<file path="config.mk">
export PLATFORM = sky130hd
export DESIGN_NAME = drain_serializer_flat
export DESIGN_NICKNAME = d
export VERILOG_FILES = /design/src/rtl/drain_serializer_if.sv /design/src/rtl/drain_serializer.sv /design/src/flat_wrapper.sv
export SDC_FILE = /design/constraint.sdc
export NUM_CORES = 1
export LEC_CHECK = 0
export ABC_AREA = 1
export CAP_MARGIN = 10
export CORE_MARGIN = 2
export CORE_UTILIZATION = 37
export CTS_BUF_LIST = sky130_fd_sc_hd__clkbuf_2
export DETAILED_ROUTE_END_ITERATION = 8
export PLACE_DENSITY_LB_ADDON = 0.15
export SLEW_MARGIN = 0
export SYNTH_ARGS = -nofsm -noshare
export SYNTH_HDL_FRONTEND = slang
export SYNTH_SLANG_ARGS = --single-unit
export TNS_END_PERCENT = 100
</file>
<file path="constraint.sdc">
create_clock -name clk -period 1.7 [get_ports clk]
set_input_delay 0.34 -clock clk [delete_from_list [all_inputs] [get_ports clk]]
set_output_delay 0.34 -clock clk [all_outputs]
set_load 0.02 [all_outputs]
</file>
<file path="src/rtl/drain_serializer_if.sv">
// Handshake bundle between the D0/D1 output FIFOs, the full logic and the drain serializer.
// slave modport: the serializer (reads FIFO data/flags and active, drives pops, serial lane, counters).
// master modport: the environment (FIFOs + full logic) driving the serializer.
interface drain_serializer_if #(
    parameter int data_width  = 6,
    parameter int count_width = 8
);
    logic                   active;
    logic [data_width-1:0]  data_out_D0;
    logic [data_width-1:0]  data_out_D1;
    logic                   empty_fifo_D0;
    logic                   empty_fifo_D1;
    logic                   D0_pop;
    logic                   D1_pop;
    logic                   serial_out;
    logic                   serial_valid;
    logic                   frame_start;
    logic [count_width-1:0] sent_D0;
    logic [count_width-1:0] sent_D1;

    modport slave (
        input  active, data_out_D0, data_out_D1, empty_fifo_D0, empty_fifo_D1,
        output D0_pop, D1_pop, serial_out, serial_valid, frame_start, sent_D0, sent_D1
    );

    modport master (
        output active, data_out_D0, data_out_D1, empty_fifo_D0, empty_fifo_D1,
        input  D0_pop, D1_pop, serial_out, serial_valid, frame_start, sent_D0, sent_D1
    );
endinterface

</file>
<file path="src/rtl/drain_serializer.sv">
// Drains D0/D1 FIFOs round-robin and serializes {tag, word} MSB first on a single-bit lane.
// Latency: 3 cycles from a sampled non-empty FIFO (in IDLE, active high) to the tag bit; 10 cycles per word.
// Backpressure: none downstream; new frames start only while active is high, a running frame always completes.
// Ports: clk, reset (async active-high), bus (slave modport: FIFO data/empty, active, pops, serial lane, counters).
module drain_serializer #(
    parameter int data_width  = 6,
    parameter int count_width = 8
) (
    input  logic              clk,
    input  logic              reset,
    drain_serializer_if.slave bus
);
    localparam int bit_cnt_width = $clog2(data_width + 1);
    localparam logic [bit_cnt_width-1:0] last_bit = bit_cnt_width'(data_width);

    typedef enum logic [1:0] {IDLE, POP, CAPTURE, SHIFT} state_t;

    state_t                   state;
    state_t                   state_nxt;
    logic                     sel;          // 0 = D0, 1 = D1; also the frame's tag bit
    logic                     sel_nxt;
    logic                     last_served;
    logic                     frame_done;
    logic [data_width:0]      shreg;
    logic [bit_cnt_width-1:0] bit_cnt;
    logic [count_width-1:0]   sent_d0_q;
    logic [count_width-1:0]   sent_d1_q;

    // State register; sel only changes when leaving IDLE, so it stays stable for the whole frame.
    always_ff @(posedge clk or posedge reset) begin
        if (reset) begin
            state <= IDLE;
            sel   <= 1'b0;
        end else begin
            state <= state_nxt;
            sel   <= sel_nxt;
        end
    end

    always_comb begin
        state_nxt  = state;
        sel_nxt    = sel;
        frame_done = 1'b0;
        case (state)
            IDLE: begin
                if (bus.active && !(bus.empty_fifo_D0 && bus.empty_fifo_D1)) begin
                    state_nxt = POP;
                    // Tie goes to the channel not served last; otherwise the only
                    // non-empty one (D0 empty implies D1 is the candidate).
                    if (!bus.empty_fifo_D0 && !bus.empty_fifo_D1)
                        sel_nxt = ~last_served;
                    else
                        sel_nxt = bus.empty_fifo_D0;
                end
            end
            POP:     state_nxt = CAPTURE;
            CAPTURE: state_nxt = SHIFT;
            SHIFT: begin
                if (bit_cnt == last_bit) begin
                    frame_done = 1'b1;
                    state_nxt  = IDLE;
                end
            end
            default: state_nxt = IDLE;
        endcase
    end

    always_ff @(posedge clk or posedge reset) begin
        if (reset) begin
            shreg       <= '0;
            bit_cnt     <= '0;
            sent_d0_q   <= '0;
            sent_d1_q   <= '0;
            last_served <= 1'b1;
        end else begin
            if (state == CAPTURE) begin
                // Read data is valid here: the pop was issued in the preceding POP cycle.
                shreg   <= {sel, (sel ? bus.data_out_D1 : bus.data_out_D0)};
                bit_cnt <= '0;
            end else if (state == SHIFT) begin
                shreg   <= {shreg[data_width-1:0], 1'b0};
                bit_cnt <= bit_cnt + bit_cnt_width'(1);
            end
            // Counted only when the last bit leaves, so a frame cut by reset is never counted.
            if (frame_done) begin
                last_served <= sel;
                if (sel)
                    sent_d1_q <= sent_d1_q + count_width'(1);
                else
                    sent_d0_q <= sent_d0_q + count_width'(1);
            end
        end
    end

    // Every output is decoded from registered state only.
    assign bus.D0_pop       = (state == POP) && !sel;
    assign bus.D1_pop       = (state == POP) && sel;
    assign bus.serial_valid = (state == SHIFT);
    assign bus.serial_out   = (state == SHIFT) && shreg[data_width];
    assign bus.frame_start  = (state == SHIFT) && (bit_cnt == '0);
    assign bus.sent_D0      = sent_d0_q;
    assign bus.sent_D1      = sent_d1_q;
endmodule

</file>
<file path="src/flat_wrapper.sv">
// flat-port wrapper written by rule: the top's interface ports become plain ports
module drain_serializer_flat 
#(
    parameter int data_width  = 6,
    parameter int count_width = 8
)
  (clk, reset, bus_active, bus_data_out_D0, bus_data_out_D1, bus_empty_fifo_D0, bus_empty_fifo_D1, bus_D0_pop, bus_D1_pop, bus_serial_out, bus_serial_valid, bus_frame_start, bus_sent_D0, bus_sent_D1);
  drain_serializer_if #(.data_width(data_width), .count_width(count_width)) bus_i ();
  input  logic clk;
  input  logic reset;
  input wire logic [$bits(bus_i.active)-1:0] bus_active;
  input wire logic [$bits(bus_i.data_out_D0)-1:0] bus_data_out_D0;
  input wire logic [$bits(bus_i.data_out_D1)-1:0] bus_data_out_D1;
  input wire logic [$bits(bus_i.empty_fifo_D0)-1:0] bus_empty_fifo_D0;
  input wire logic [$bits(bus_i.empty_fifo_D1)-1:0] bus_empty_fifo_D1;
  output wire logic [$bits(bus_i.D0_pop)-1:0] bus_D0_pop;
  output wire logic [$bits(bus_i.D1_pop)-1:0] bus_D1_pop;
  output wire logic [$bits(bus_i.serial_out)-1:0] bus_serial_out;
  output wire logic [$bits(bus_i.serial_valid)-1:0] bus_serial_valid;
  output wire logic [$bits(bus_i.frame_start)-1:0] bus_frame_start;
  output wire logic [$bits(bus_i.sent_D0)-1:0] bus_sent_D0;
  output wire logic [$bits(bus_i.sent_D1)-1:0] bus_sent_D1;
  assign bus_i.active = bus_active;
  assign bus_i.data_out_D0 = bus_data_out_D0;
  assign bus_i.data_out_D1 = bus_data_out_D1;
  assign bus_i.empty_fifo_D0 = bus_empty_fifo_D0;
  assign bus_i.empty_fifo_D1 = bus_empty_fifo_D1;
  assign bus_D0_pop = bus_i.D0_pop;
  assign bus_D1_pop = bus_i.D1_pop;
  assign bus_serial_out = bus_i.serial_out;
  assign bus_serial_valid = bus_i.serial_valid;
  assign bus_frame_start = bus_i.frame_start;
  assign bus_sent_D0 = bus_i.sent_D0;
  assign bus_sent_D1 = bus_i.sent_D1;
  drain_serializer #(.data_width(data_width), .count_width(count_width)) u_core (.clk(clk), .reset(reset), .bus(bus_i));
endmodule
</file>
# After elaboration in Yosys (flattened, before gate mapping)
# Cells that the tools add are included.
# totals
ff_bits	30
latch_bits	0
ramBits	0
mem_bits_ro	0
in_bits	17
out_inout_bits	21
wordCells	47
mem_count	0
# op_classes
addsub	3
mul	0
div	0
n_lt_le_gt_ge	0
n_eq_ne	6
n_shift	0
mux	11
bitwise	2
n_reduce_logical	18
# ops
cell	count
adder 8 x 1 -> 8 bit (second input constant)	2
two-way mux 7 bit	2
case mux 2 bit (4 select lines)	1
AND reduction 2 bit	4
logical AND 1 bit	7
two-way mux 3 bit	2
two-way mux 6 bit	1
== test 2 bit (second input constant)	2
logical NOT 1 bit	4
two-way mux 2 bit	2
inequality test 2 x 1 -> 1 bit (second input constant)	2
adder 3 x 1 -> 3 bit (second input constant)	1
== test 3 bit (second input constant)	1
logical NOT 3 bit	1
two-way mux 1 bit	3
== test 2 x 1 -> 1 bit (second input constant)	1
logical NOT 2 bit	1
NOT 1 bit	2
nonzero test 2 bit	1

# Depth between registers and ports, before layout
# Gate-level depths: netlist of the first run.
# logic_depth
ltp_word	5
depth_mapped	9

# Least setup slack after synthesis of the first run
# Ideal clock, no wire load.
# synth_timing
path_kind	flip-flop to output port
start	reg u_core.state[0]
end	out bus_frame_start
arrival_ps	1184
required_time_ps	1360
path_slack_ps	176
stages_incl_launch_ff	5
path_buffers	1
cell_sequence	dfrtp_1 -> ha_1 -> buf_4 -> nand2_1 -> nor2_1
# synth_via
elab_chain_cells	2
# synth_lines
element	line_no	text
from (decl)	drain_serializer.sv:18	state_t state;
from (signal assigned)	drain_serializer.sv:35	state <= state_nxt;
== test 2 bit	n/a	
net bus_serial_valid	flat_wrapper.sv:19	output wire logic [$bits(bus_i.serial_valid)-1:0] bus_serial_valid;
logical AND 1 bit	drain_serializer.sv:100	assign bus.frame_start = (state == SHIFT) && (bit_cnt == '0);
to (decl)	flat_wrapper.sv:20	output wire logic [$bits(bus_i.frame_start)-1:0] bus_frame_start;
# The timed path passes the listed nets, and every way through them passes these cells.

# Worst setup path in the final report of the first run
# layout_timing
start	reg u_core.state[1]
end	out bus_frame_start
# layout_via
elab_chain_cells	2
# layout_lines
element	line_no
== test 2 bit	drain_serializer.sv:100
logical AND 1 bit	drain_serializer.sv:100
# No other way between the ends.

==> results of run 1 <==
-- how the worst max path moves through the flow --
stage	end	slack (ns)
after floorplan	bus_frame_start	0.18
after global placement	bus_frame_start	-0.07
after detailed placement	bus_frame_start	-0.08
after CTS	bus_D0_pop	-0.01
after global routing	bus_frame_start	-0.08
final	bus_frame_start	0.006
-- stage by stage --
step | setup TNS [ns] | utilization (%) | setup WS [ns] | cell area, um^2 | total power, W
4_1_cts | -0.0248 | 51.7 | -0.0148 | 2300 | 0.00280
2_1_floorplan | 0 | - | 0.176 | 1740 | 0.00184
6_report | 0 | 52.3 | 0.00580 | 2320 | 0.00284
3_5_place_dp | -0.179 | 50.3 | -0.0795 | 2230 | 0.00233
5_1_grt | -0.286 | 52.3 | -0.0802 | 2320 | 0.00309
3_3_place_gp | -0.155 | 50.3 | -0.0697 | 2230 | 0.00231
-- what timing repair did --
item                                   CTS  global route
buffers inserted                         3             1
gates resized for setup                 52             8
setup endpoints to repair               21             5
endpoints found under the hold margin    0             0
pin swaps                                1             1
-- layer usage --
layer  part of all wire (%)  wire (um)
met1                     49       1830
met2                     46       1730
met3                    3.9        145
met4                   0.80         30
met5                      0          0
-- critical path, stage by stage, from the launching register on --
cell	delay, ns
dfrtp_1	0.43
buf_6	0.13
ha_4	0.18
nand2_2	0.06
nor2_1	0.03
buf_4	0.16
-- logic make-up after synthesis --
kind of cell,share of synthesized area [%]
buf+inv,10.7
xor+xnor,5.33
fa+ha+maj,7.20
compound gates,7.06
flops,43.3
simple gates,26.5
-- sequential cells by signal, summed over array words and instances (netlist names) --
name / cells
u_core.bus.sent_D0: 8
u_core.bus.sent_D1: 8
u_core.shreg: 7
u_core.bit_cnt: 3
u_core.state: 2
u_core.last_served: 1
u_core.sel: 1
-- final cells by class --
cell class                      count  area [um^2]
Timing Repair Buffer               52          489
Tap cell                           52         65.1
Clock inverter                      2         8.76
Fill cell                         448         2120
Sequential cell                    30          753
Clock buffer                        6         30.0
Multi-Input combinational cell    141          833
Inverter                           38          145
-- cells in the final DEF (no fill, tap or decap), drive strengths merged, types with 3 or more instances in the layout --
| cell type | count |
|---|---|
| ha | 10 |
| dlygate4sd2 | 16 |
| dfrtp | 29 |
| nand2 | 63 |
| nor2 | 21 |
| xnor2 | 6 |
| inv | 38 |
| clkdlybuf4s50 | 16 |
| o21ai | 13 |
| buf | 20 |
| clkbuf | 6 |
| nand3 | 11 |
| a21oi | 3 |
| nand4 | 6 |
-- power by group through the flow --
stage	logic [W]	registers (W)	clock network (W)
finish	0.00146	0.00102	0.000353
global route	0.00164	0.00105	0.000400
CTS	0.00141	0.00101	0.000371
detailed placement	0.00131	0.00102	0
global placement	0.00129	0.00102	0
floorplan	0.000801	0.00104	0
==> metrics.txt, run 1 <==
routed wire length=3730 um; Setup crit start=u_core.state[1]; total core area=0.00444 mm^2; Max Slew Vio Count=0; setup repair after global routing missed its margin=yes; final hold viol count=0; Top FF cell, synth=dfrtp_1; post-route ant nets=0; Nets=295; grt met2 use=24.6%; Max Root-Sink Buffers=2; fin crit period=1.69 ns; via/cell ratio=4.64; reg2reg setup slack=0.14 ns; post-synthesis cell type count=27; crit path DAT=1.35 ns; Root Buffer=clkbuf_2; Int Power=0.00165 W; reg2reg start=u_core.state[1]; clock transition at the registers of the reported paths=0.16 ns; num ports=38; initial antenna violation count=0; Syn Inst Count=214; Final setup viols=0; vias in the first global route=1398; Max Freq=590 MHz; gr busiest metal=met2; Crit path required time=1.36 ns; Hold Slack=0.324 ns; Max IR drop VDD=0.000811 V; clk_lat worst skew=0.37 ns; Tcrit/Tclk final=99.7%; Ant. Diodes=0; IO buf count=37; largest net degree at the start of global routing=31; initial DRC count=74; Tot GR Track Use=16.1%; post-synth top area share=41.8%; DR vias=1489; sequential cell fraction of total power=36.1%; Die X=72.5 um; fin cells=321; worst-path fanout max=6; main area contributors after synthesis=dfrtp_1, nand2_1, inv_1; Starting Density=39.1%; Inst Count DP=310; outcome=finished clean; Psw=0.00119 W; Critical Path Sink Type=output pin; Crit Reg-Reg Endpoint=u_core.bus.sent_D1[0]; Synth Warn #=0; htree depth=2; share of layout cells above drive strength 1=19.3%; Syn Std Cell Area=0.00174 mm^2; Slew @ Worst Pin=0.387 ns; die area=0.00526 mm^2; Seq/Total Area, Yosys=43.3%; pwr dens=1220 mW/mm^2; CTS Buf Count=5; leakage power=1.24 nW; met3 usage=4.17%; grt ovf=0; top cell type by total area after synthesis=dfrtp_1; total of max-cap violations=0; Post-synth ARST share=100%; #FFs+latches synth=30; Worst Hold Class=input pin to async pin; first-pass GRT wire length=6470 um; clk sink count=30; GRT met1 Usage=21.2%; Clock Skew=0.0150 ns; Syn Nets=241; Clock power frac=12.4%; Site Rows=24; area grow syn2layout=33.8%; reg2reg path depth=7; Synth top cells by count=nand2_1, inv_1, dfrtp_1; hold_buf cts=0; Setup CP Type=register to output pin; switch share=41.9%; Comb power frac=51.5%; Critical Path Source Type=register; EDFF count, synth=0; Die Ht=72.5 um; routed len/inst=11.6 um; GPL Wtd Cong=0.754; most numerous cell in the Yosys netlist=nand2_1; DR pass1 iterations=4; TritonCTS clock tree=done; slew margin rel.=74.2%; Detail Placement HPWL=2620 um; average size of a mapped cell=8.12 um^2; # DRC=0
(Power assumes the default switching activity.)
==> run 2, diff against run 1 <==
--- a/constraint.sdc
+++ b/constraint.sdc
@@ -3,2 +3,2 @@
 set_output_delay 0.34 -clock clk [all_outputs]
-set_load 0.02 [all_outputs]
+set_load 0.005 [all_outputs]
==> run 2 against run 1 <==
Net effect: via count grew 2.7%; largest cell class unchanged; critical path depth grew 1; clock skew decreased by 0.0028 ns; register-to-register slack worse by 0.02 ns; final area up 4.7%; critical path type unchanged; highest routed layer unchanged.
==> metrics.txt, run 2 (same netlist as run 1, synthesis figures left out) <==
share of layout cells above drive strength 1=23.4% (+4.1 points); vias in the first global route=1397 (-0.072%); final hold viol count=0 (unchanged); Final setup viols=0 (unchanged); post-route ant nets=0 (unchanged); Hold Slack=0.348 ns (+0.0242 ns); Inst Count DP=307 (-0.97%); outcome=finished clean; worst-path fanout max=2 (-4); leakage power=1.27 nW (+2.2%); Worst path max stage delay=0.45 ns (+0.02 ns); initial antenna violation count=0 (unchanged); Largest delay share family, worst path=flip-flops; Ant. Diodes=0 (unchanged); Final Cell Area=0.00243 mm^2 (+4.7%); htree depth=2 (unchanged); Crit path required time=1.36 ns (about the same); routed len/inst=11.0 um (-5.2%); Max Slew Vio Count=0 (unchanged); Max Freq=599 MHz (+1.4%); Tcrit/Tclk final=98.3% (-1.4 points); most common cell after layout, fill and taps aside=nand2_1; setup repair after global routing missed its margin=yes; GPL Wtd Cong=0.692 (-8.1%); crit path DAT=1.33 ns (-0.02 ns); DR vias=1529 (+2.7%); die area=0.00526 mm^2 (unchanged); slew margin rel.=73.4% (-0.77 points); CTS Buf Count=5 (unchanged); Detail Placement HPWL=2570 um (-1.9%); fin crit period=1.67 ns (-0.0235 ns); Site Rows=24 (unchanged); total core area=0.00444 mm^2 (unchanged); via/cell ratio=4.52 (-2.5%); largest net degree at the start of global routing=31 (unchanged); DR pass1 iterations=4 (unchanged); crit path max-delay cell type=dfrtp_1; routed wire length=3720 um (-0.21%); Die Ht=72.5 um (unchanged); clk_lat worst skew=0.35 ns (-0.02 ns); num ports=38 (unchanged); hold_buf cts=0 (unchanged); # DRC=0 (unchanged); Critical Path Sink Type=output pin; IO buf count=37 (unchanged); Worst Hold Class=input pin to async pin; Placed Area=0.00220 mm^2 (-1.6%); Starting Density=39.1% (unchanged); grt ovf=0 (unchanged); clk sink count=30 (unchanged); Clock Skew=0.0122 ns (-0.00275 ns); CP Cell Sequence=buf_6, inv_4, ha_4, inv_1, nor2_1, buf_2; Max IR drop VDD=0.000531 V (-34%); fin cells=338 (+5.3%); total of max-cap violations=0 (unchanged); TritonCTS clock tree=done; initial DRC count=43 (-42%); Die X=72.5 um (unchanged); Max Root-Sink Buffers=2 (unchanged); Root Buffer=clkbuf_2; Nets=312 (+5.8%); first-pass GRT wire length=6400 um (-1.1%); Setup CP Type=register to output pin; commonest cells after routing, fill and taps aside=nand2_1, inv_1, clkdlybuf4s50_1; setup TNS=0 ns (unchanged); total power=0.00276 W (-2.7%); Slew @ Worst Pin=0.399 ns (+0.0115 ns); WP buf/inv=4 (+2); Critical Path Source Type=register; clock transition at the registers of the reported paths=0.17 ns (about the same); Tot GR Track Use=15.6% (-0.49 points); area grow syn2layout=40.0%; pwr dens=1140 mW/mm^2 (-7.0%)
[run 2: changes by cell type in the layout (fill, tap and decap cells not counted), moves of 4 or more]
cell             previous run  this run
clkdlybuf4s50_1            16        31
buf_4                      12        29
dlygate4sd2_1              16         0
buf_2                       0         4
buf_6                       7         2
[run 2: path summary, 6_finish.rpt]
check | startpoint | endpoint | slack (ns) | cells after the start
min in group clk | u_core.last_served | u_core.last_served | 0.48 | 2
worst max register to register | u_core.state[1] | u_core.bus.sent_D0[2] | 0.12 | 7
worst max-delay path | u_core.state[1] | bus_D0_pop | 0.03 | 6
max in group asynchronous | reset | u_core.last_served | 1.02 | 3
worst min register to register | u_core.last_served | u_core.last_served | 0.48 | 2
worst min-delay path | reset | u_core.bus.sent_D1[6] | 0.35 | 3
[run 2: power by group]
part | total (W) | internal [W] | leakage, nW | switching, W
Clock | 0.000351 | 0.000101 | 0.0304 | 0.000250
Sequential | 0.00101 | 0.000898 | 0.386 | 0.000112
Combinational | 0.00140 | 0.000661 | 0.851 | 0.000740
Total | 0.00276 | 0.00166 | 1.27 | 0.00110
[run 2: area by class of cell]
| class | instances | area [um^2] |
|---|---|---|
| clock inverters | 2 | 8.76 |
| flip-flops and latches | 30 | 754 |
| clock buffers | 6 | 30.0 |
| fillers | 445 | 2010 |
| inverters | 38 | 145 |
| repair buffers | 68 | 588 |
| multi-input cells | 142 | 842 |
| well taps | 52 | 65.1 |
[run 2: timing repair]
action / CTS / global route
endpoints found under the setup margin: 11 / 16
resized for setup: 28 / 5
buffers inserted: 10 / 12
cloned: 0 / 1
pin swaps: 1 / 4
[run 2: per-stage QoR]
step | utilization, % | setup WS (ns)
after floorplan | - | 0.348
after global placement | 49.5 | 0.0933
after detailed placement | 49.5 | 0.0993
after CTS | 52.4 | -0.0251
after global routing | 54.8 | -0.0764
final | 54.8 | 0.0293
[run 2: worst min-delay path: stages]
cell and delay (ns):
clkdlybuf4s50_1 0.40, inv_1 0.05, buf_4 0.35
[run 2: metal layers]
metal  routed length (um)  up-vias  global-route usage, %
met3                  141        5                   4.31
met5                    0        -                      0
met4                   40        0                   5.56
met1                 1890      696                   21.3
met2                 1640       23                   23.6
li1                     -      805                      -
==> edit 1 (config.mk and constraints of run 1) <==
`data_width` is set to 6 in 3 places; all go to 12.
--- a/src/rtl/drain_serializer_if.sv
+++ b/src/rtl/drain_serializer_if.sv
@@ -4,3 +4,3 @@
 interface drain_serializer_if #(
-    parameter int data_width  = 6,
+    parameter int data_width  = 12,
     parameter int count_width = 8
--- a/src/rtl/drain_serializer.sv
+++ b/src/rtl/drain_serializer.sv
@@ -5,3 +5,3 @@
 module drain_serializer #(
-    parameter int data_width  = 6,
+    parameter int data_width  = 12,
     parameter int count_width = 8
--- a/src/flat_wrapper.sv
+++ b/src/flat_wrapper.sv
@@ -3,3 +3,3 @@
 #(
-    parameter int data_width  = 6,
+    parameter int data_width  = 12,
     parameter int count_width = 8
Ports: changed (resized bus_data_out_D0 and bus_data_out_D1); port bits go from 38 to 50. No check against the original RTL was run, so the function may have changed too.
==> edit 1 against run 1 <==
Worst setup slack improved by 7.3 ps; synthesized area is 21% higher; sequential cell count up 7; core utilization is 0.27 points higher; final area grew 25%; total power grew 36%; critical path type unchanged; routed wire length is 25% higher.
==> edit 1: results (changes against run 1) <==
The flow ran to the end, and the final reports show no timing, DRC or antenna violations. The via count of the first global-routing pass came out at 1,776 (+27%). The worst IR drop on VDD came out at 0.661 mV (-18%). The number of cells traversed by the worst register-to-register path is 9 (+2). The number of pins exceeding their max-slew limit in the final report came out at 0 (unchanged). The placement-stage worst setup slack was -84.8 ps (-5.33 ps). The HPWL after detailed placement is 3460 um (+32%). The clock insertion delay at the later pin of the skew report is 390 ps (+20 ps). The number of levels the H-tree was split into came to 2 (unchanged).

The synthesized netlist net count came out at 310 (+29%). The number of distinct standard cells referenced by the synthesized netlist is 29 (+7.4%). The count of buffers inserted at the top-level ports is 49 (+32%). The maximum buffer depth of the clock tree is 2 (unchanged). The critical path data arrival time came to 1350 ps (about the same). The total number of vias is 1,889 (+27%).

The wire length of the first global-routing pass is 8030 um (+24%). The sequential area share after synthesis is 44.1% (+0.79 points). The worst-case headroom to the max-slew limit is 79.2% (+5.0 points).

By area the synthesized netlist is led by dfrtp_1 (43%), nand2_1 (15%), ha_1 (5.4%), nor2_1 (5.2%), inv_1 (5.0%). The routed wire length is 4660 um (+25%). The total of fill cells in the finished design is 570 (+27%). The area used by sequential logic in the layout was 930 um^2 (+23%). The number of buffers created by CTS came to 5 (unchanged).

The initial antenna violation count is 0 (unchanged). The instance area after placement is 0.00275 mm^2 (+23%). The biggest fanout along the worst timing path came out at 2 (-4). The slack of the worst reg-to-reg path is 170 ps (+30 ps). The worst register-to-register path begins at u_core.state[0]$_DFFE_PP0P_.

The setup skew after layout is 20.3 ps (+5.37 ps). The fraction of registers with async set or reset after synthesis came to 100% (unchanged). The synthesized area per cell came out at 7.74 um^2 (-4.7%).

The initial detailed-routing violation count is 60 (-19%). The net load switching power came out at 1.67 mW (+40%). The number of search-and-repair iterations in the first detailed-routing pass came out at 4 (unchanged). In this run the critical register-to-register path is captured at u_core.shreg[1]$_DFFE_PP0P_. The register with the most flip-flops in the layout has 13 of them. The placed instance count was 400 (+29%). The leakage power of the design came out at 1.45 nW (+17%).

The fraction of final layout cells sized beyond drive strength 1 is 18.2% (-1.1 points). The commonest cells after synthesis are nand2_1 (86), dfrtp_1 (36), nor2_1 (29), inv_1 (28), o21ai_0 (13). The count of nets after finishing came to 377 (+28%). The largest net degree at the start of global routing came out at 21 (-32%).

The placer's final routability congestion estimate was 0.828 (+9.9%). The clock tree root driver cell is clkbuf_2. The average wire per cell in the routed design came out at 11.3 um (-2.6%).

In this run the worst hold path is classified as input pin to async pin. The worst hold-check slack came out at 259 ps (-64.4 ps). The clock input transition at the sequential cells of the worst setup and hold paths is 180 ps (+20 ps). The overall fraction of global-route tracks in use came out at 16.3% (+0.22 points). The count of synthesis-stage warnings from yosys came out at 0 (unchanged).
## edit 1: cell families after synthesis
group / synth area share [%]
buffers and inverters: 8.26
flip-flops: 44.1
AO/OA/AOI/OAI: 9.39
AND/OR/NAND/NOR: 29.6
XOR/XNOR: 3.33
adder cells (fa/ha/maj): 5.35
## edit 1: worst max-delay path: stages (launching register included)
cell	delay, ps
dfrtp_1	430
inv_2	80
ha_4	140
nand2_2	50
nor3_2	100
buf_4	160
## edit 1: what timing repair did
| item | 4_1_cts | 5_1_grt |
|---|---|---|
| setup endpoints to repair | 21 | 18 |
| pin swaps | 1 | 1 |
| resized for setup | 57 | 16 |
| setup buffers | 3 | 1 |
## edit 1: power groups by stage
stage | combinational, mW | sequential [mW] | clock [mW]
3_3_place_gp | 1.88 | 1.31 | 0
3_5_place_dp | 1.90 | 1.32 | 0
6_report | 2.14 | 1.33 | 0.387
2_1_floorplan | 1.29 | 1.31 | 0
5_1_grt | 2.40 | 1.36 | 0.451
4_1_cts | 2.01 | 1.32 | 0.411
## edit 1: per-layer routing
layer,wire length [um],part of all wire [%],global-route usage [%],vias to the layer above
li1,-,-,-,991
met1,2080,45,19.5,854
met2,2330,50,28.7,37
met3,175,3.8,3.17,7
met4,76,1.6,6.21,0
met5,0,0,0,-
## edit 1: area by class of cell
cell class,count,share of cell area (%)
multi-input combinational,195,37.4
sequential,37,32.1
timing repair buffer,68,21.7
inverter,32,4.41
tap,72,3.11
clock buffer,7,1.21
clock inverter,1,0.130
## edit 1: how the worst max path moves through the flow
| stage | from | end | slack [ps] | cells after the start |
|---|---|---|---|---|
| CTS | u_core.bit_cnt[0]$_DFFE_PP0P_ | bus_frame_start | -60 | 5 |
| detailed placement | u_core.state[1]$_DFFE_PP0P_ | bus_frame_start | -80 | 4 |
| global route | u_core.bit_cnt[1]$_DFFE_PP0P_ | bus_frame_start | -90 | 5 |
| finish | u_core.bit_cnt[1]$_DFFE_PP0P_ | bus_frame_start | 10 | 5 |
| floorplan | u_core.state[0]$_DFFE_PP0P_ | bus_frame_start | 150 | 4 |
| global placement | u_core.state[1]$_DFFE_PP0P_ | bus_serial_out | -40 | 5 |
==> edit 2 (config.mk and constraints of run 1) <==
Made on the original files. Make the reset (`reset`) synchronous in 2 clocked blocks. Comments in the files are not updated.
--- a/src/rtl/drain_serializer.sv
+++ b/src/rtl/drain_serializer.sv
@@ -29,3 +29,3 @@
     // State register; sel only changes when leaving IDLE, so it stays stable for the whole frame.
-    always_ff @(posedge clk or posedge reset) begin
+    always_ff @(posedge clk) begin
         if (reset) begin
@@ -67,3 +67,3 @@
 
-    always_ff @(posedge clk or posedge reset) begin
+    always_ff @(posedge clk) begin
         if (reset) begin
Behaviour: differs if reset is asserted again (counterexample within 4 cycles, from zero or initial values and one cycle with reset high); with reset held inactive, the same outputs for 10 cycles.
==> edit 2 against run 1 <==
Synthesized area decreased by 9.7%; via count increased by 1.0%; final area decreased by 11%; sequential share of layout area decreased by 3.2 points; hold slack improved by 150 ps; worst setup slack improved by 78 ps; routed wire length decreased by 8.2%; sequential cell count unchanged.
Power is not compared: it rests on default switching activity, and its combinational part moved more than twofold at a synthesized area within 25%.
==> edit 2: results (changes against run 1) <==
The flow ran to the end, and the final reports show no timing, DRC or antenna violations. The slack of the worst reg-to-reg path is 290 ps (+150 ps). The count of instances resized after the clock tree is built came out at 33 (-37%). The sequential area share after synthesis was 38.3% (-5.0 points). The synthesized area per cell is 6.91 um^2 (-15%). The fraction of final layout cells sized beyond drive strength 1 came out at 11.6% (-7.7 points). The initial detailed-routing violation count came to 96 (+30%). The maximum cell stage delay along the critical path came out at 370 ps (-60 ps). The worst register-to-register path begins at u_core.bit_cnt[0]$_SDFFE_PP0N_. The average wire per cell in the routed design is 10.5 um (-9.6%). In the post-synthesis netlist, the biggest area contributors are dfxtp_1 (38%), nor2_1 (13%), nand2_1 (11%), ha_1 (7.2%), a21oi_1 (5.4%). The fraction of registers with async set or reset after synthesis is 0% (-100 points). The instance area after placement is 0.00205 mm^2 (-8.3%). The antenna diode instance count came out at 0 (unchanged). The largest net degree at the start of global routing came out at 13 (-58%).

The worst hold-check slack is 469 ps (+146 ps). The placement-stage worst setup slack is 14.3 ps (+93.8 ps). The synthesized-area fraction occupied by ao, oa, aoi and oai cells came out at 13.9% (+6.8 points). The critical path data arrival time was 1280 ps (-70 ps). The critical-path cell with the highest stage delay is dfxtp_2. The biggest fanout along the worst timing path is 4 (-2). The placed instance count is 318 (+2.6%). The synthesized netlist net count is 253 (+5.0%).

The slew at the pin closest to its max-slew limit was 253 ps (-134 ps). The endpoint identified for the worst register-to-register timing path is u_core.bus.sent_D0[6]$_SDFFE_PP0P_. The HPWL after detailed placement is 2540 um (-3.4%). The overall fraction of global-route tracks in use came to 15.1% (-0.99 points).

The wire length of the first global-routing pass came to 5950 um (-7.9%). The number of buffers inserted to repair setup after CTS is 0 (-3). The via count of the first global-routing pass is 1,367 (-2.2%). The placer's final routability congestion estimate came out at 0.747 (-0.85%). The adder and majority cell fraction of the synthesized area came out at 7.18% (-0.022 points).

The average via count per standard cell is 4.61 (-0.54%). The total number of vias is 1,504 (+1.0%). The total of fill cells in the finished design is 426 (-4.9%).

The setup skew after layout is 25.3 ps (+10.3 ps). The commonest cells after synthesis are nor2_1 (54), nand2_1 (48), dfxtp_1 (30), a21oi_1 (17), inv_1 (15). The number of buffers created by CTS is 5 (unchanged). The synthesized-area fraction occupied by xor and xnor cells is 0% (-5.3 points). The number of cells traversed by the worst register-to-register path is 7 (unchanged).

The worst hold path belongs to the class register to register. The count of nets after finishing is 301 (+2.0%).
-- edit 2: cell types whose count changed after synthesis, moves of 4 or more --
cell / change
a21oi_1: +14
dfrtp_1: -29
dfxtp_1: +30
inv_1: -22
nand2_1: -10
nand2_2: -4
nor2_1: +36
o21ai_1: +6
-- edit 2: worst max-delay path, delay by kind of cell, from the launching register on --
kind / cells / cell delay (ps)
buffers and inverters: 2 / 380
flip-flops: 1 / 370
adder cells (fa/ha/maj): 1 / 170
-- edit 2: per-layer routing --
metal,wire length [um],track usage (%),vias up
li1,-,-,830
met2,1420,22.6,23
met3,155,4.09,8
met5,0,0,-
met1,1790,20.5,643
met4,56,5.88,0
-- edit 2: worst max-delay path by stage --
stage | cells after the start | startpoint | slack, ps | end
6_report | 3 | u_core.state[0]$_SDFFE_PP0P_ | 80 | bus_serial_valid
5_1_grt | 5 | u_core.state[1]$_SDFFE_PP0P_ | -10 | bus_D0_pop
4_1_cts | 4 | u_core.state[0]$_SDFFE_PP0P_ | 6 | bus_frame_start
3_5_place_dp | 4 | u_core.state[1]$_SDFFE_PP0P_ | 10 | bus_frame_start
3_3_place_gp | 4 | u_core.state[0]$_SDFFE_PP0P_ | 6 | bus_frame_start
2_1_floorplan | 4 | u_core.state[0]$_SDFFE_PP0P_ | 110 | bus_frame_start
-- edit 2: layout make-up --
cell class | instances | area [um^2] | share of cell area [%]
Tap cell | 50 | 62.6 | 3.03
Sequential cell | 30 | 603 | 29.2
Inverter | 18 | 67.6 | 3.28
Timing Repair Buffer | 46 | 402 | 19.5
Multi-Input combinational cell | 174 | 891 | 43.2
Clock buffer | 5 | 25.0 | 1.21
Clock inverter | 3 | 11.3 | 0.546
